$ cat config.mk
export PLATFORM = sky130hd
export DESIGN_NAME = vga_timing_rx_flat
export DESIGN_NICKNAME = d
export VERILOG_FILES = /design/src/rtl/vga_timing_rx_if.sv /design/src/rtl/vga_timing_rx.sv /design/src/flat_wrapper.sv
export SDC_FILE = /design/constraint.sdc
export NUM_CORES = 1
export LEC_CHECK = 0
export CORE_UTILIZATION = 47
export CTS_CLUSTER_SIZE = 25
export DETAILED_ROUTE_END_ITERATION = 10
export GPL_TIMING_DRIVEN = 1
export MAX_ROUTING_LAYER = met4
export PLACE_DENSITY = 0.8
export SYNTH_ARGS = -nofsm -noshare
export SYNTH_HDL_FRONTEND = slang
export SYNTH_SLANG_ARGS = --single-unit
$ cat constraint.sdc
create_clock -name clk -period 3.15 [get_ports clk]
set_input_delay 0.315 -clock clk [delete_from_list [all_inputs] [get_ports clk]]
set_output_delay 0.315 -clock clk [all_outputs]
set_load 0.05 [all_outputs]
$ cat src/rtl/vga_timing_rx_if.sv
// Pixel-port bundle: raw VGA sync/RGB from a generator into vga_timing_rx,
// and the recovered pixel stream with lock status coming back out.
interface vga_timing_rx_if #(
   parameter int COLOR_BIT_DEPTH = 8,
   parameter int HOR_BIT_DEPTH   = 12,
   parameter int VER_BIT_DEPTH   = 12
);
   logic                       vga_hsync;
   logic                       vga_vsync;
   logic [COLOR_BIT_DEPTH-1:0] vga_red;
   logic [COLOR_BIT_DEPTH-1:0] vga_green;
   logic [COLOR_BIT_DEPTH-1:0] vga_blue;

   // pix_valid qualifies pix_x/pix_y/pix_* for that one cycle only; there is no
   // ready: the stream runs at pixel rate and the consumer must take every beat.
   logic                       pix_valid;
   logic [HOR_BIT_DEPTH-1:0]   pix_x;
   logic [VER_BIT_DEPTH-1:0]   pix_y;
   logic [COLOR_BIT_DEPTH-1:0] pix_red;
   logic [COLOR_BIT_DEPTH-1:0] pix_green;
   logic [COLOR_BIT_DEPTH-1:0] pix_blue;
   logic                       line_start;
   logic                       frame_start;
   logic                       locked;
   logic [7:0]                 err_cnt;
   logic [1:0]                 rx_state;

   modport master (
      output vga_hsync, vga_vsync, vga_red, vga_green, vga_blue,
      input  pix_valid, pix_x, pix_y, pix_red, pix_green, pix_blue,
      input  line_start, frame_start, locked, err_cnt, rx_state
   );

   modport slave (
      input  vga_hsync, vga_vsync, vga_red, vga_green, vga_blue,
      output pix_valid, pix_x, pix_y, pix_red, pix_green, pix_blue,
      output line_start, frame_start, locked, err_cnt, rx_state
   );
endinterface

$ cat src/rtl/vga_timing_rx.sv
// VGA timing receiver: recovers pixel coordinates from hsync/vsync, validates the
// mode timing, and emits a locked pixel stream two clocks after the port sample.
module vga_timing_rx #(
   parameter int HOR_FRONT_PORCH = 16,
   parameter int HOR_SYNC_PULSE  = 96,
   parameter int HOR_BACK_PORCH  = 48,
   parameter int HOR_RES         = 640,
   parameter int VER_FRONT_PORCH = 10,
   parameter int VER_SYNC_PULSE  = 2,
   parameter int VER_BACK_PORCH  = 33,
   parameter int VER_RES         = 480,
   parameter int COLOR_BIT_DEPTH = 8,
   parameter int HOR_BIT_DEPTH   = 12,
   parameter int VER_BIT_DEPTH   = 12
) (
   input logic            clk,
   input logic            reset,
   vga_timing_rx_if.slave bus
);
   localparam int H_DATA  = HOR_SYNC_PULSE + HOR_BACK_PORCH;
   localparam int H_TOTAL = H_DATA + HOR_RES + HOR_FRONT_PORCH;
   localparam int V_DATA  = VER_SYNC_PULSE + VER_BACK_PORCH;
   localparam int V_TOTAL = V_DATA + VER_RES + VER_FRONT_PORCH;

   localparam logic [HOR_BIT_DEPTH-1:0] H_LAST  = HOR_BIT_DEPTH'(H_TOTAL - 1);
   localparam logic [HOR_BIT_DEPTH-1:0] H_SYNC  = HOR_BIT_DEPTH'(HOR_SYNC_PULSE);
   localparam logic [HOR_BIT_DEPTH-1:0] H_START = HOR_BIT_DEPTH'(H_DATA);
   localparam logic [HOR_BIT_DEPTH-1:0] H_END   = HOR_BIT_DEPTH'(H_DATA + HOR_RES);
   localparam logic [VER_BIT_DEPTH-1:0] V_LAST  = VER_BIT_DEPTH'(V_TOTAL - 1);
   localparam logic [VER_BIT_DEPTH-1:0] V_START = VER_BIT_DEPTH'(V_DATA);
   localparam logic [VER_BIT_DEPTH-1:0] V_END   = VER_BIT_DEPTH'(V_DATA + VER_RES);

   typedef enum logic [1:0] {
      SEARCH = 2'd0,
      ALIGN  = 2'd1,
      LOCKED = 2'd2
   } state_t;

   state_t state;

   logic                       hs1, hs1_d, vs1, vs1_d;
   logic [COLOR_BIT_DEPTH-1:0] red1, green1, blue1;
   logic [HOR_BIT_DEPTH-1:0]   h_pos_q, h_pos;
   logic [VER_BIT_DEPTH-1:0]   v_pos_q, v_pos;
   logic                       frame_pending;
   logic                       hfall, hrise, vfall, frame_hfall;
   logic                       violation, in_window, pix_ok;

   logic                       pix_valid_q, line_start_q, frame_start_q, locked_q;
   logic [HOR_BIT_DEPTH-1:0]   pix_x_q;
   logic [VER_BIT_DEPTH-1:0]   pix_y_q;
   logic [COLOR_BIT_DEPTH-1:0] pix_red_q, pix_green_q, pix_blue_q;
   logic [7:0]                 err_cnt_q;

   // h_pos/v_pos describe the sample currently in stage 1; the _q copies are
   // the previous sample's values, which the end-of-line/frame checks need.
   always_comb begin
      hfall       = hs1_d & ~hs1;
      hrise       = ~hs1_d & hs1;
      vfall       = vs1_d & ~vs1;
      frame_hfall = hfall & (frame_pending | vfall);
      h_pos       = hfall ? '0 :
                    (h_pos_q == '1) ? h_pos_q : h_pos_q + HOR_BIT_DEPTH'(1);
      v_pos       = frame_hfall ? '0 :
                    (hfall && v_pos_q != '1) ? v_pos_q + VER_BIT_DEPTH'(1) : v_pos_q;
      violation   = (state != SEARCH) &&
                    ((hfall && h_pos_q != H_LAST) ||
                     (hrise && h_pos != H_SYNC) ||
                     (frame_hfall && v_pos_q != V_LAST));
      in_window   = (h_pos >= H_START) && (h_pos < H_END) &&
                    (v_pos >= V_START) && (v_pos < V_END);
      pix_ok      = (state == LOCKED) && !violation && in_window;
   end

   always_ff @(posedge clk) begin
      if (reset) begin
         hs1           <= 1'b1;
         hs1_d         <= 1'b1;
         vs1           <= 1'b1;
         vs1_d         <= 1'b1;
         red1          <= '0;
         green1        <= '0;
         blue1         <= '0;
         h_pos_q       <= '0;
         v_pos_q       <= '0;
         frame_pending <= 1'b0;
         state         <= SEARCH;
         locked_q      <= 1'b0;
         err_cnt_q     <= '0;
         pix_valid_q   <= 1'b0;
         pix_x_q       <= '0;
         pix_y_q       <= '0;
         pix_red_q     <= '0;
         pix_green_q   <= '0;
         pix_blue_q    <= '0;
         line_start_q  <= 1'b0;
         frame_start_q <= 1'b0;
      end else begin
         hs1           <= bus.vga_hsync;
         hs1_d         <= hs1;
         vs1           <= bus.vga_vsync;
         vs1_d         <= vs1;
         red1          <= bus.vga_red;
         green1        <= bus.vga_green;
         blue1         <= bus.vga_blue;
         h_pos_q       <= h_pos;
         v_pos_q       <= v_pos;
         frame_pending <= frame_hfall ? 1'b0 : (frame_pending | vfall);

         case (state)
            SEARCH: begin
               if (frame_hfall) state <= ALIGN;
            end
            ALIGN: begin
               if (violation) begin
                  state <= SEARCH;
               end else if (frame_hfall) begin
                  state    <= LOCKED;
                  locked_q <= 1'b1;
               end
            end
            LOCKED: begin
               if (violation) begin
                  state    <= SEARCH;
                  locked_q <= 1'b0;
                  if (err_cnt_q != 8'hff) err_cnt_q <= err_cnt_q + 8'd1;
               end
            end
            default: begin
               state    <= SEARCH;
               locked_q <= 1'b0;
            end
         endcase

         // Coordinates hold their last visible value across blanking.
         pix_valid_q <= pix_ok;
         if (pix_ok) begin
            pix_x_q <= h_pos - H_START;
            pix_y_q <= v_pos - V_START;
         end
         pix_red_q     <= pix_ok ? red1   : '0;
         pix_green_q   <= pix_ok ? green1 : '0;
         pix_blue_q    <= pix_ok ? blue1  : '0;
         line_start_q  <= pix_ok && (h_pos == H_START);
         frame_start_q <= pix_ok && (h_pos == H_START) && (v_pos == V_START);
      end
   end

   assign bus.pix_valid   = pix_valid_q;
   assign bus.pix_x       = pix_x_q;
   assign bus.pix_y       = pix_y_q;
   assign bus.pix_red     = pix_red_q;
   assign bus.pix_green   = pix_green_q;
   assign bus.pix_blue    = pix_blue_q;
   assign bus.line_start  = line_start_q;
   assign bus.frame_start = frame_start_q;
   assign bus.locked      = locked_q;
   assign bus.err_cnt     = err_cnt_q;
   assign bus.rx_state    = state;
endmodule

$ cat src/flat_wrapper.sv
// flat-port wrapper written by rule: the top's interface ports become plain ports
module vga_timing_rx_flat 
#(
   parameter int HOR_FRONT_PORCH = 16,
   parameter int HOR_SYNC_PULSE  = 96,
   parameter int HOR_BACK_PORCH  = 48,
   parameter int HOR_RES         = 640,
   parameter int VER_FRONT_PORCH = 10,
   parameter int VER_SYNC_PULSE  = 2,
   parameter int VER_BACK_PORCH  = 33,
   parameter int VER_RES         = 480,
   parameter int COLOR_BIT_DEPTH = 8,
   parameter int HOR_BIT_DEPTH   = 12,
   parameter int VER_BIT_DEPTH   = 12
)
  (clk, reset, bus_vga_hsync, bus_vga_vsync, bus_vga_red, bus_vga_green, bus_vga_blue, bus_pix_valid, bus_pix_x, bus_pix_y, bus_pix_red, bus_pix_green, bus_pix_blue, bus_line_start, bus_frame_start, bus_locked, bus_err_cnt, bus_rx_state);
  vga_timing_rx_if #(.COLOR_BIT_DEPTH(COLOR_BIT_DEPTH), .HOR_BIT_DEPTH(HOR_BIT_DEPTH), .VER_BIT_DEPTH(VER_BIT_DEPTH)) bus_i ();
  input logic clk;
  input logic reset;
  input wire logic [$bits(bus_i.vga_hsync)-1:0] bus_vga_hsync;
  input wire logic [$bits(bus_i.vga_vsync)-1:0] bus_vga_vsync;
  input wire logic [$bits(bus_i.vga_red)-1:0] bus_vga_red;
  input wire logic [$bits(bus_i.vga_green)-1:0] bus_vga_green;
  input wire logic [$bits(bus_i.vga_blue)-1:0] bus_vga_blue;
  output wire logic [$bits(bus_i.pix_valid)-1:0] bus_pix_valid;
  output wire logic [$bits(bus_i.pix_x)-1:0] bus_pix_x;
  output wire logic [$bits(bus_i.pix_y)-1:0] bus_pix_y;
  output wire logic [$bits(bus_i.pix_red)-1:0] bus_pix_red;
  output wire logic [$bits(bus_i.pix_green)-1:0] bus_pix_green;
  output wire logic [$bits(bus_i.pix_blue)-1:0] bus_pix_blue;
  output wire logic [$bits(bus_i.line_start)-1:0] bus_line_start;
  output wire logic [$bits(bus_i.frame_start)-1:0] bus_frame_start;
  output wire logic [$bits(bus_i.locked)-1:0] bus_locked;
  output wire logic [$bits(bus_i.err_cnt)-1:0] bus_err_cnt;
  output wire logic [$bits(bus_i.rx_state)-1:0] bus_rx_state;
  assign bus_i.vga_hsync = bus_vga_hsync;
  assign bus_i.vga_vsync = bus_vga_vsync;
  assign bus_i.vga_red = bus_vga_red;
  assign bus_i.vga_green = bus_vga_green;
  assign bus_i.vga_blue = bus_vga_blue;
  assign bus_pix_valid = bus_i.pix_valid;
  assign bus_pix_x = bus_i.pix_x;
  assign bus_pix_y = bus_i.pix_y;
  assign bus_pix_red = bus_i.pix_red;
  assign bus_pix_green = bus_i.pix_green;
  assign bus_pix_blue = bus_i.pix_blue;
  assign bus_line_start = bus_i.line_start;
  assign bus_frame_start = bus_i.frame_start;
  assign bus_locked = bus_i.locked;
  assign bus_err_cnt = bus_i.err_cnt;
  assign bus_rx_state = bus_i.rx_state;
  vga_timing_rx #(.HOR_FRONT_PORCH(HOR_FRONT_PORCH), .HOR_SYNC_PULSE(HOR_SYNC_PULSE), .HOR_BACK_PORCH(HOR_BACK_PORCH), .HOR_RES(HOR_RES), .VER_FRONT_PORCH(VER_FRONT_PORCH), .VER_SYNC_PULSE(VER_SYNC_PULSE), .VER_BACK_PORCH(VER_BACK_PORCH), .VER_RES(VER_RES), .COLOR_BIT_DEPTH(COLOR_BIT_DEPTH), .HOR_BIT_DEPTH(HOR_BIT_DEPTH), .VER_BIT_DEPTH(VER_BIT_DEPTH)) u_core (.clk(clk), .reset(reset), .bus(bus_i));
endmodule
# After elaboration in Yosys (flattened, before gate mapping)
# Cells that the tools add are included.
[totals]
reg_bits = 115
in_bits = 28
out_inout_bits = 62
elab_cells = 90
[classes]
n_addsub = 5
magnitude_cmp = 4
eq_ne = 15
n_mux = 13
n_bitwise = 10
reduce_logical = 22
[ops]
columns = ["operator", "count"]
rows = [
  ["2-to-1 mux 12 bit", 4],
  ["adder 12 x 1 -> 12 bit (second input constant)", 2],
  ["less-than comparator 12 x 10 -> 1 bit (second input constant)", 2],
  ["!= test 12 x 10 -> 1 bit (second input constant)", 2],
  ["equality test 12 bit (second input constant)", 1],
  ["equality test 12 x 6 -> 1 bit (second input constant)", 1],
  ["equality test 12 x 8 -> 1 bit (second input constant)", 1],
  [">= comparator 12 x 6 -> 1 bit (second input constant)", 1],
  [">= comparator 12 x 8 -> 1 bit (second input constant)", 1],
  ["logical AND 1 bit", 12],
  ["!= test 12 bit (second input constant)", 1],
  ["!= test 12 x 7 -> 1 bit (second input constant)", 1],
  ["subtractor 12 x 6 -> 12 bit (second input constant)", 1],
  ["subtractor 12 x 8 -> 12 bit (second input constant)", 1],
  ["adder 8 x 1 -> 8 bit (second input constant)", 1],
  ["2-to-1 mux 2 bit", 4],
  ["!= test 8 bit (second input constant)", 1],
  ["!= test 2 x 1 -> 1 bit (second input constant)", 3],
  ["one-hot mux 2 bit (3 select lines)", 1],
  ["AND reduction 3 bit", 2],
  ["NOT 1 bit", 5],
  ["AND 1 bit", 4],
  ["AND reduction 4 bit", 1],
  ["OR reduction 2 bit", 2],
  ["other kinds (11)", 14],
]

# Logic depth before layout (Yosys ltp)
# Gate-level depths: netlist of the first run.
[logic_depth]
ltp_word = 13
mapped_depth = 17
mapped_depth_nobuf = 15

# Worst setup path before layout of the first run
# OpenSTA, ideal clock, no wires.
[synth_path]
kind = "register to register"
startpoint = "reg u_core.h_pos_q[0]"
endpoint = "reg u_core.pix_blue_q[0] (netlist: u_core.bus.pix_blue[0])"
setup_ns = 0.059
arrival_time_ns = 3.310
required_ns = 3.091
setup_slack_ns = -0.219
stages_incl_launch_ff = 17
path_buffers = 2
synth_period_minus_slack_ns = 3.369
cell_sequence = "dfxtp_1 ha_1 buf_2 nand4_1 nor3_1 o21ai_0 o21ai_0 nand2_1 inv_1 ha_1 inv_1 a2111o_1 o41ai_4 nand2b_1 nor4_4 clkbuf_1 and2_1"
[synth_between]
elab_chain_len = 13
elab_cells_between_ends = 21
cone_classes = "add/sub: 1; order compare: 2; eq/ne: 3; mux: 2; bitwise: 1; reduce/logical: 12"
[synth_rtl]
columns = ["item", "line", "rtl"]
rows = [
  ["start: declaration", "vga_timing_rx.sv:43", "logic [HOR_BIT_DEPTH-1:0] h_pos_q, h_pos;"],
  ["start signal: assignment", "vga_timing_rx.sv:106", "h_pos_q <= h_pos;"],
  ["adder 12 x 1 -> 12 bit or equality test 12 bit (tied branches)", "vga_timing_rx.sv:63", "(h_pos_q == '1) ? h_pos_q : h_pos_q + HOR_BIT_DEPTH'(1);"],
  ["2-to-1 mux 12 bit *", "vga_timing_rx.sv:63", ""],
  ["2-to-1 mux 12 bit *", "vga_timing_rx.sv:62", "h_pos = hfall ? '0 :"],
  ["net u_core.h_pos[5]", "vga_timing_rx.sv:43", ""],
  ["parallel branches: the longest is 7 deep, another holds >= comparator 12 x 8 -> 1 bit", "--", ""],
  ["logical AND 1 bit *", "vga_timing_rx.sv:72", "pix_ok = (state == LOCKED) && !violation && in_window;"],
  ["NOT 1 bit (no line) *", "--", ""],
  ["OR reduction 2 bit (no line) *", "--", ""],
  ["end signal: assignment", "vga_timing_rx.sv:143", "pix_blue_q <= pix_ok ? blue1 : '0;"],
  ["end: declaration", "vga_timing_rx.sv:52", "logic [COLOR_BIT_DEPTH-1:0] pix_red_q, pix_green_q, pix_blue_q;"],
]
# Mark *: on every way through the listed nets, which the timed path passes.
# A chain may end at the register's enable or synchronous reset.

# Worst setup path in the final report of the first run
[layout_path]
startpoint = "reg u_core.h_pos_q[0]"
endpoint = "reg u_core.pix_y_q[0] (netlist: u_core.bus.pix_y[0])"
[layout_between]
elab_chain_len = 11
elab_cells_between_ends = 19
cone_classes = "add/sub: 1; order compare: 2; eq/ne: 3; mux: 2; reduce/logical: 11"
[layout_rtl]
columns = ["item", "line", "rtl"]
rows = [
  ["adder 12 x 1 -> 12 bit or equality test 12 bit (tied branches)", "vga_timing_rx.sv:63", ""],
  ["2-to-1 mux 12 bit *", "vga_timing_rx.sv:63", ""],
  ["2-to-1 mux 12 bit *", "vga_timing_rx.sv:62", ""],
  ["net u_core.h_pos[5]", "vga_timing_rx.sv:43", ""],
  ["parallel branches: the longest is 7 deep, another holds >= comparator 12 x 8 -> 1 bit", "--", ""],
  ["logical AND 1 bit *", "vga_timing_rx.sv:72", ""],
  ["end signal: assignment", "vga_timing_rx.sv:139", "pix_y_q <= v_pos - V_START;"],
  ["end: declaration", "vga_timing_rx.sv:51", "logic [VER_BIT_DEPTH-1:0] pix_y_q;"],
]
# Marks and branches as above.

==> results of run 1 <==
[cells in the mapped netlist, types with 5 or more instances]
cell type	instances
a211oi_2	6
a21o_1	6
a21oi_1	15
a31oi_1	6
and2_1	32
and3_1	13
and4_1	8
buf_2	7
buf_4	5
clkbuf_1	14
dfxtp_1	115
ha_1	8
inv_1	13
mux2i_1	12
nand2_1	22
nand2b_1	10
nand3_1	12
nand4_1	10
nor2_1	51
nor2b_1	30
nor3_1	16
nor4_1	5
o21ai_0	13
or2_2	5
or3_1	7
xnor2_1	10
xor2_1	10
[logic make-up (layout without fill, tap and decap cells)]
logic type,count (synthesis),after routing,synth area share [%]
simple gates,235,235,26.84
buf+inv,42,196,3.748
mux,13,13,2.641
xor+xnor,20,20,3.521
compound gates,92,92,14.97
fa+ha+maj,8,8,2.012
flops,115,115,46.28
[worst reg2reg max path, cell delays in order, from the launching register on]
cell,delay [ps]
dfxtp_4,380
ha_4,150
nand4_1,200
nor3_2,220
o21ai_1,100
o21ai_1,110
nand2_1,100
inv_1,80
ha_2,180
inv_2,30
a2111o_1,400
o41ai_4,330
nor4b_4,280
buf_6,190
buf_12,120
buf_16,120
nor2_2,50
a211oi_2,220
[state kept, by name, indices dropped and copies added (netlist names), 2 cells and up]
signal and count:
u_core.bus.pix_x 12, u_core.bus.pix_y 12, u_core.h_pos_q 12, u_core.v_pos_q 12, u_core.blue1 8, u_core.bus.err_cnt 8, u_core.bus.pix_blue 8, u_core.bus.pix_green 8
u_core.bus.pix_red 8, u_core.green1 8, u_core.red1 8, u_core.bus.rx_state 2
[routing by layer]
| metal | GRT usage [%] | share of wire (%) | vias up |
|---|---|---|---|
| li1 | - | - | 2161 |
| met1 | 30.42 | 38 | 2265 |
| met2 | 43.90 | 50 | 297 |
| met3 | 6.425 | 7.1 | 74 |
| met4 | 15.90 | 4.6 | 0 |
| met5 | - | 0 | - |
[worst max-delay path by stage]
| stage | from | endpoint | cells past startpoint |
|---|---|---|---|
| after floorplan | u_core.h_pos_q[0]$_SDFF_PP0_ | u_core.bus.pix_x[6]$_SDFFE_PP0N_ | 16 |
| after global placement | u_core.h_pos_q[1]$_SDFF_PP0_ | u_core.bus.pix_y[6]$_SDFFE_PP0N_ | 15 |
| after detailed placement | u_core.h_pos_q[1]$_SDFF_PP0_ | u_core.bus.pix_y[8]$_SDFFE_PP0N_ | 15 |
| after CTS | u_core.h_pos_q[1]$_SDFF_PP0_ | u_core.bus.pix_y[5]$_SDFFE_PP0N_ | 16 |
| after global routing | u_core.h_pos_q[1]$_SDFF_PP0_ | u_core.bus.pix_y[0]$_SDFFE_PP0N_ | 17 |
| final | u_core.h_pos_q[0]$_SDFF_PP0_ | u_core.bus.pix_y[0]$_SDFFE_PP0N_ | 17 |
[layout make-up]
class	count	share of cell area [%]
flip-flops and latches	115	31.84
repair buffers	151	20.49
well taps	136	2.336
clock inverters	12	2.456
inverters	13	0.6699
clock buffers	20	5.977
multi-input cells	368	36.22
[metrics by stage]
| step | hold WS (ps) | utilization, % | setup WS, ps | cells |
|---|---|---|---|---|
| after floorplan | 405.7 | - | 12.76 | 525 |
| after global placement | 407.8 | 60.64 | -25.86 | 761 |
| after detailed placement | 410.5 | 60.64 | -117.5 | 761 |
| after CTS | 153.8 | 68.21 | 3.837 | 803 |
| after global routing | 189.5 | 70.88 | -404.7 | 815 |
| final | 181.6 | 70.88 | -176.3 | 815 |
[where the power goes]
| part | switching [mW] | total (mW) | internal [mW] |
|---|---|---|---|
| clock | 0.702 | 2.01 | 1.31 |
| combinational | 0.0859 | 0.167 | 0.0808 |
| sequential | 0.0123 | 1.49 | 1.48 |
| total | 0.800 | 3.67 | 2.87 |
[repair_timing]
| action | CTS | global route |
|---|---|---|
| setup buffers | 7 | 11 |
| gates resized for setup | 13 | 42 |
| pin swaps | 7 | 9 |
| cloned | 3 | 5 |
| setup endpoints to repair | 56 | 59 |
==> results_dict.tcl, run 1 <==
set metrics [dict create \
    cts_buffers 17 \
    layout-drive-gt1-share_pct 22.39 \
    synth-seq-cells 115 \
    antenna_found_initial 0 \
    nFillCells 709 \
    final.setup.worst_slack_ps -176.3 \
    pin_count 90 \
    die_y_um 104.9 \
    cpLargestDelayFamily "compound AO/OA/AOI/OAI gates" \
    power_mw 3.668 \
    avgSynthCellArea_sq_um 9.476 \
    track_usage_pct 27.06 \
    wirelength_um 15460 \
    ys_types 67 \
    vias 4797 \
    ir_worst_vdd_uv 369.3 \
    timing.rr.start "u_core.h_pos_q[0]$_SDFF_PP0_" \
    arrival_ps 3760 \
    firstDrtPassIters 9 \
    dieWidth_um 104.9 \
    crit_top_cell "o21ai_1" \
    hold_end "u_core.h_pos_q[5]$_SDFF_PP0_" \
    final_cell_area_sq_mm 0.007284 \
    final_common_cell "dfxtp_1" \
    skew_ps 7.854 \
    h-tree-depth 4 \
    port_buffers 89 \
    min_from "reset" \
    multi_input_area_sq_mm 0.002639 \
    synth_top_flop_cell "dfxtp_1" \
    yosysWarnings 0 \
    hp-class "input port to flip-flop" \
    setup_viol 30 \
    synth_area_leaders "dfxtp_1, and2_1, nor2_1" \
    path_clk_slew_ps 60 \
    antenna_cells 0 \
    coreArea_sq_mm 0.01028 \
    min_period_ps 3326 \
    rrSetupSlack_ps -180 \
    nNetsFinal 702 \
    vias_per_cell 5.886 \
    ys_seq_area_share_pct 46.28 \
    syn_nets 561 \
    root_buffer "clkbuf_8" \
    p_leak_nw 2.863 \
    tightest_slew_ps 705.1 \
    drcViolationCount 0 \
    post_drt_wl_per_cell_um 18.97 \
    cts.sinks 115 \
    core.rowCount 37 \
    setup_tns_ps -2474 \
    end_kind "flip-flop" \
    critPathMaxStageDelay_ps 400 \
    outcome "complete, but fails checks" \
    placed_area_sq_mm 0.006232 \
    slew_violations 0 \
    grt_pass1_vias 4604 \
    ctsHoldBuffers 0 \
    dp_hpwl_um 8939 \
    cts.path.max_buffers 2 \
    holdPathStages 2 \
    rsz0062_at_grt "true" \
    drv_cap 0 \
    synth_cells 525 \
    finalHoldViolCount 0 \
    violations "setup timing" \
    synth_area_sq_mm 0.004975 \
    slew_headroom_pct 52.99 \
    synthDominantCellAreaShare_pct 46.28 \
    grt.overflow.total 0 \
    fmax_ghz 0.3006 \
    grt_pass1_wl_um 22490 \
    min_period_over_period_pct 105.6 \
    grt_max_degree 65 \
    final_cell_mix "dfxtp_1, clkdlybuf4s50_1, buf_4, nor2_1, and2_1" \
    dr.first_iter.drc_count 597 \
    critPathSlowestCell "a2111o_1" \
    reg2reg_depth 17 \
    worstPathCellList "ha_4, nand4_1, nor3_2, o21ai_1, o21ai_1, nand2_1, inv_1, ha_2, inv_2, a2111o_1, o41ai_4, nor4b_4, buf_6, buf_12, buf_16, nor2_2, a211oi_2" \
    clk_latency_ps 530 \
    path_buf_inv 5 \
    gp_congestion 1.005 \
    cts_tree "done" \
    area_delta_synth_final_pct 46.43 \
    cp_max_fo 5 \
    rr_endpoint "u_core.bus.pix_y[0]$_SDFFE_PP0N_" \
    power_density_mw_per_mm2 503.6 \
    worstPathRequired_ps 3580 \
    crit_path_start_kind "flip-flop" \
    start_util_pct 48.41 \
    ant_nets 0 \
    async_flop_share_pct 0 \
    synth_top_area_cell "dfxtp_1" \
    synth-edff-count 0 \
    crit_type "flip-flop to flip-flop" \
    design.die.area_sq_mm 0.01100 \
    seq_area_sq_mm 0.002320 \
]
Note: power is estimated with default switching activity, not from simulation.
==> inputs of run 2 (changes only) <==
--- a/config.mk
+++ b/config.mk
@@ -5,6 +5,7 @@
 export SDC_FILE = /design/constraint.sdc
 export NUM_CORES = 1
 export LEC_CHECK = 0
+export CORE_MARGIN = 4
 export CORE_UTILIZATION = 47
 export CTS_CLUSTER_SIZE = 25
 export DETAILED_ROUTE_END_ITERATION = 10
==> run 2 against run 1 <==
Net effect: highest routed layer unchanged; critical endpoint is now u_core.bus.pix_blue[6]$_SDFF_PP0_; setup slack gained 84 ps; die area grew 12%; final area grew 0.17%; clock-buffer cell count shrank 1; hold slack gained 30 ps; critical path depth shrank 2; core utilization shrank 0.20 points; the run still ends with setup timing left; wire length grew 0.21%; sequential cell count is the same; clock power grew 2%; power grew 1.2%.
==> results_dict.tcl, run 2 (synthesis results as in run 1) <==
set metrics [dict create \
    layout-drive-gt1-share_pct 25.44 \
    finalHoldViolCount 0 \
    start_util_pct 48.19 \
    min_period_over_period_pct 102.9 \
    timing.rr.start "u_core.h_pos_q[0]$_SDFF_PP0_" \
    design.die.area_sq_mm 0.01229 \
    placed_area_sq_mm 0.006277 \
    cts_tree "done" \
    end_kind "flip-flop" \
    grt.overflow.total 0 \
    cts_buffers 17 \
    dr.first_iter.drc_count 430 \
    final_cell_mix "dfxtp_1, clkdlybuf4s50_1, buf_4, nor2_1, nor2b_1" \
    worstPathRequired_ps 3610 \
    final_common_cell "dfxtp_1" \
    ir_worst_vdd_uv 312.3 \
    crit_type "flip-flop to flip-flop" \
    ant_nets 0 \
    p_leak_nw 2.845 \
    rsz0062_at_grt "true" \
    drv_cap 0 \
    final_cell_area_sq_mm 0.007297 \
    power_mw 3.711 \
    rrSetupSlack_ps -90 \
    vias_per_cell 5.821 \
    holdWs_ps 211.8 \
    coreArea_sq_mm 0.01032 \
    grt_pass1_vias 4548 \
    slew_violations 0 \
    path_buf_inv 5 \
    dp_hpwl_um 9721 \
    cp_max_fo 8 \
    wirelength_um 15490 \
    root_buffer "clkbuf_8" \
    power_density_mw_per_mm2 508.6 \
    dpl_worst_slack_ps -25.29 \
    clk_latency_ps 520 \
    min_from "reset" \
    fmax_ghz 0.3084 \
    critPathMaxStageDelay_ps 390 \
    vias 4750 \
    nNetsFinal 703 \
    hold_end "u_core.bus.pix_x[7]$_SDFFE_PP0N_" \
    core.rowCount 37 \
    cts.sinks 115 \
    cpLargestDelayFamily "compound AO/OA/AOI/OAI gates" \
    post_drt_wl_per_cell_um 18.98 \
    arrival_ps 3710 \
    tightest_slew_ps 601.8 \
    drcViolationCount 0 \
    reg2reg_depth 15 \
    h-tree-depth 4 \
    critPathSlowestCell "o41ai_4" \
    area_delta_synth_final_pct 46.68 \
    outcome "complete, but fails checks" \
    firstDrtPassIters 6 \
    cts.path.max_buffers 2 \
    rr_endpoint "u_core.bus.pix_blue[6]$_SDFF_PP0_" \
    antenna_cells 0 \
    setup_viol 28 \
    gp_congestion 0.9254 \
    holdPathStages 2 \
    grt_max_degree 33 \
    min_period_ps 3243 \
    violations "setup timing" \
    slew_headroom_pct 59.24 \
    track_usage_pct 23.48 \
    die_y_um 110.9 \
    antenna_found_initial 0 \
    skew_ps 9.835 \
    worstPathCellList "ha_4, buf_4, a31o_2, o21ai_1, nor2_1, inv_1, ha_2, inv_2, a2111o_1, o41ai_4, nand2b_1, nor4_4, buf_4, buf_8, and2_4" \
    path_clk_slew_ps 60 \
    pin_count 90 \
    grt_pass1_wl_um 22890 \
    crit_path_start_kind "flip-flop" \
    crit_top_cell "buf_4" \
    dieWidth_um 110.9 \
    hp-class "input port to flip-flop" \
    port_buffers 89 \
    final.setup.worst_slack_ps -92.84 \
]
## run 2: cell count changes in the layout (fill, tap and decap cells not counted), sizes merged
cell    previous run  this run
inv               15        17
clkbuf            23        22
buf               60        61
clkinv             3         2
## run 2: per-layer routing
metal  vias to the layer above  routed length, um  global-route usage, %  share of wire (%)
met5                         -                  0                      -                  0
met4                         0                621                  9.934                4.0
met3                        83               1068                  5.131                6.9
met2                       260               7731                  40.05                 50
met1                      2245               6067                  26.61                 39
li1                       2162                  -                      -                  -
## run 2: worst max-delay path by stage
| stage | cells past startpoint | start | endpoint | slack (ps) |
|---|---|---|---|---|
| 3_3_place_gp | 14 | u_core.h_pos_q[0]$_SDFF_PP0_ | u_core.bus.pix_x[7]$_SDFFE_PP0N_ | 90 |
| 6_report | 15 | u_core.h_pos_q[0]$_SDFF_PP0_ | u_core.bus.pix_blue[6]$_SDFF_PP0_ | -90 |
| 3_5_place_dp | 13 | u_core.v_pos_q[0]$_SDFF_PP0_ | u_core.bus.pix_y[6]$_SDFFE_PP0N_ | -30 |
| 5_1_grt | 15 | u_core.h_pos_q[7]$_SDFF_PP0_ | u_core.bus.pix_y[4]$_SDFFE_PP0N_ | -240 |
| 4_1_cts | 14 | u_core.v_pos_q[0]$_SDFF_PP0_ | u_core.bus.pix_y[6]$_SDFFE_PP0N_ | 4 |
| 2_1_floorplan | 16 | u_core.h_pos_q[0]$_SDFF_PP0_ | u_core.bus.pix_x[6]$_SDFFE_PP0N_ | 10 |
## run 2: through the flow
step | instances | TNS, ps | utilization [%]
final | 816 | -1610 | 70.68
after global routing | 816 | -7737 | 70.68
after CTS | 801 | 0 | 67.47
after detailed placement | 767 | -67.24 | 60.80
after global placement | 767 | 0 | 60.80
after floorplan | 525 | 0 | -
## run 2: report_power, final
group | internal, mW | switching, mW
logic | 0.0806 | 0.0841
clock network | 1.34 | 0.718
registers | 1.48 | 0.0125
## run 2: area by class of cell
| cell class | count | area, sq um |
|---|---|---|
| timing repair buffer | 152 | 1459 |
| fill | 682 | 3027 |
| multi-input combinational | 368 | 2650 |
| tap | 136 | 170.2 |
| inverter | 13 | 48.80 |
| clock buffer | 19 | 441.7 |
| sequential | 115 | 2332 |
| clock inverter | 13 | 195.2 |
## run 2: what timing repair did
| action | in CTS | in global routing |
|---|---|---|
| buffers inserted | 1 | 13 |
| hold buffers | 0 | 0 |
| pin swaps | 3 | 28 |
| cloned | 1 | 4 |
| resized for setup | 2 | 67 |
| endpoints found under the setup margin | 9 | 58 |
==> inputs of run 3 (changes only) <==
--- a/config.mk
+++ b/config.mk
@@ -11,7 +11,7 @@
 export DETAILED_ROUTE_END_ITERATION = 10
 export GPL_TIMING_DRIVEN = 1
 export MAX_ROUTING_LAYER = met4
-export PLACE_DENSITY = 0.8
+export PLACE_DENSITY_LB_ADDON = 0.3
 export SYNTH_ARGS = -nofsm -noshare
 export SYNTH_HDL_FRONTEND = slang
 export SYNTH_SLANG_ARGS = --single-unit
==> run 3 against run 2 <==
Net effect: die area stayed put; global-route usage fell by 0.22 points; the run still ends with setup timing left; clock power increased by 2%; first-iteration DRC count shrank 38%; final area down 2.6%; sequential cell count unchanged; register-to-register slack gained 80 ps; fmax up 2.6%; sequential share of layout area grew 0.56 points; setup slack better by 84 ps; combinational power decreased by 6%; largest power group unchanged; non-clock buffer count is 5 lower.
==> results_dict.tcl, run 3 (synthesis results as in run 1) <==
set metrics [dict create \
    area_delta_synth_final_pct 42.83 \
    final.setup.worst_slack_ps -9.230 \
    antenna_cells 0 \
    rr_endpoint "u_core.bus.pix_x[6]$_SDFFE_PP0N_" \
    rrSetupSlack_ps -9 \
    finalNonFillerCells 810 \
    vias 4491 \
    wirelength_um 13900 \
    grt_max_degree 60 \
    timing.rr.start "u_core.v_pos_q[4]$_SDFF_PP0_" \
    ant_nets 0 \
    setup_viol 7 \
    fin_util_pct 68.83 \
    p_leak_nw 2.787 \
    clk_latency_ps 530 \
    cts_buffers 17 \
    end_kind "flip-flop" \
    post_drt_wl_per_cell_um 17.16 \
    nFillCells 779 \
    vias_per_cell 5.544 \
    rsz0062_at_grt "true" \
    worstPathRequired_ps 3590 \
    cp_max_fo 9 \
    skew_ps 6.480 \
    antenna_found_initial 0 \
    dr.first_iter.drc_count 267 \
    fmax_ghz 0.3165 \
    final_cell_mix "dfxtp_1, clkdlybuf4s50_1, buf_4, nor2_1, and2_1" \
    grt_pass1_vias 4652 \
    cts.path.max_buffers 2 \
    nNetsFinal 698 \
    core.rowCount 37 \
    finalHoldViolCount 0 \
    dpl_worst_slack_ps -107.4 \
    dieWidth_um 110.9 \
    min_period_over_period_pct 100.3 \
    outcome "complete, but fails checks" \
    cts_tree "done" \
    grt.overflow.total 0 \
    drv_cap 0 \
    min_period_ps 3159 \
    coreArea_sq_mm 0.01032 \
    pin_count 90 \
    track_usage_pct 23.26 \
    critPathCapture "u_core.bus.pix_x[6]$_SDFFE_PP0N_" \
    gp_congestion 0.9188 \
    crit_path_start_kind "flip-flop" \
    design.die.area_sq_mm 0.01229 \
    reg2reg_depth 13 \
    cts.sinks 115 \
    drcViolationCount 0 \
    arrival_ps 3600 \
    grt_pass1_wl_um 22680 \
    dp.cells 767 \
    crit_type "flip-flop to flip-flop" \
    violations "setup timing" \
    ctsHoldBuffers 0 \
    final_common_cell "dfxtp_1" \
    layout-drive-gt1-share_pct 18.25 \
    h-tree-depth 4 \
    slew_violations 0 \
    port_buffers 89 \
    hp-class "input port to flip-flop" \
    path_clk_slew_ps 60 \
    slew_headroom_pct 39.96 \
    ir_worst_vdd_uv 305.7 \
    root_buffer "clkbuf_8" \
    power_density_mw_per_mm2 528.5 \
    cp-startpoint "u_core.v_pos_q[4]$_SDFF_PP0_" \
    tightest_slew_ps 889.4 \
    firstDrtPassIters 5 \
    die_y_um 110.9 \
    start_util_pct 48.19 \
    dp_hpwl_um 9404 \
]
==> run 3: changes by cell type in the layout (fill, tap and decap cells not counted), sizes merged <==
cell | previous run | this run
clkbuf | 22 | 18
bufinv | 4 | 5
buf | 61 | 58
clkinvlp | 3 | 1
clkinv | 2 | 5
inv | 17 | 16
==> run 3: stage by stage <==
| step | power [mW] | setup TNS [ps] | cell area, sq um | hold WS, ps |
|---|---|---|---|---|
| final | 3.755 | -25.83 | 7106 | 219.9 |
| after global routing | 3.848 | -6941 | 7106 | 248.2 |
| after CTS | 3.767 | 0 | 7012 | 217.0 |
| after detailed placement | 1.672 | -957.4 | 6290 | 412.2 |
| after global placement | 1.668 | 0 | 6290 | 408.1 |
| after floorplan | 1.601 | 0 | 5006 | 405.7 |
==> run 3: worst min path at each step <==
stage	startpoint	endpoint	slack [ps]	cells after the start
2_1_floorplan	u_core.blue1[0]$_SDFF_PP0_	u_core.bus.pix_blue[0]$_SDFF_PP0_	410	1
3_3_place_gp	u_core.green1[5]$_SDFF_PP0_	u_core.bus.pix_green[5]$_SDFF_PP0_	410	1
3_5_place_dp	u_core.green1[7]$_SDFF_PP0_	u_core.bus.pix_green[7]$_SDFF_PP0_	410	1
4_1_cts	reset	u_core.bus.pix_y[1]$_SDFFE_PP0N_	220	2
5_1_grt	reset	u_core.h_pos_q[5]$_SDFF_PP0_	250	2
6_report	reset	u_core.bus.pix_y[1]$_SDFFE_PP0N_	220	2
==> run 3: where the power goes <==
group | internal, mW | switching, mW | total (mW) | leakage (nW)
clock | 1.37 | 0.735 | 2.11 | 0.309
combinational | 0.0789 | 0.0764 | 0.155 | 1.54
sequential | 1.48 | 0.0131 | 1.49 | 0.936
total | 2.93 | 0.824 | 3.76 | 2.79
==> run 3: repair_timing <==
action                     CTS  global route
buffers inserted             4             6
hold endpoints to repair     0             0
gates resized for setup      3            15
setup endpoints to repair   35            59
gates cloned                 2             2
pin swaps                    3            10
==> run 3: layout make-up <==
| cell class | count | area, sq um | area share, % |
|---|---|---|---|
| multi-input combinational | 368 | 2542 | 35.78 |
| sequential | 115 | 2311 | 32.52 |
| timing repair buffer | 147 | 1391 | 19.58 |
| clock buffer | 17 | 414.1 | 5.828 |
| clock inverter | 14 | 227.7 | 3.205 |
| tap | 136 | 170.2 | 2.395 |
| inverter | 13 | 48.80 | 0.6867 |
==> run 3: per-layer routing <==
metal / up-vias / track usage [%] / wire length (um)
met4: 0 / 10.02 / 344
met2: 143 / 39.40 / 6936
li1: 2150 / - / -
met3: 37 / 5.459 / 679
met5: - / - / 0
met1: 2161 / 26.28 / 5940
==> run 3: worst max-delay path: stages, from the launching register on <==
cell      delay (ps)
dfxtp_1          430
nand4_1          220
o31ai_4          340
mux2i_1          210
nor2_1            70
ha_1             230
inv_1             80
nand2_1           90
o41a_1           480
nor4b_4          300
buf_6            160
buf_12           140
nor2_1            60
a311oi_2         250
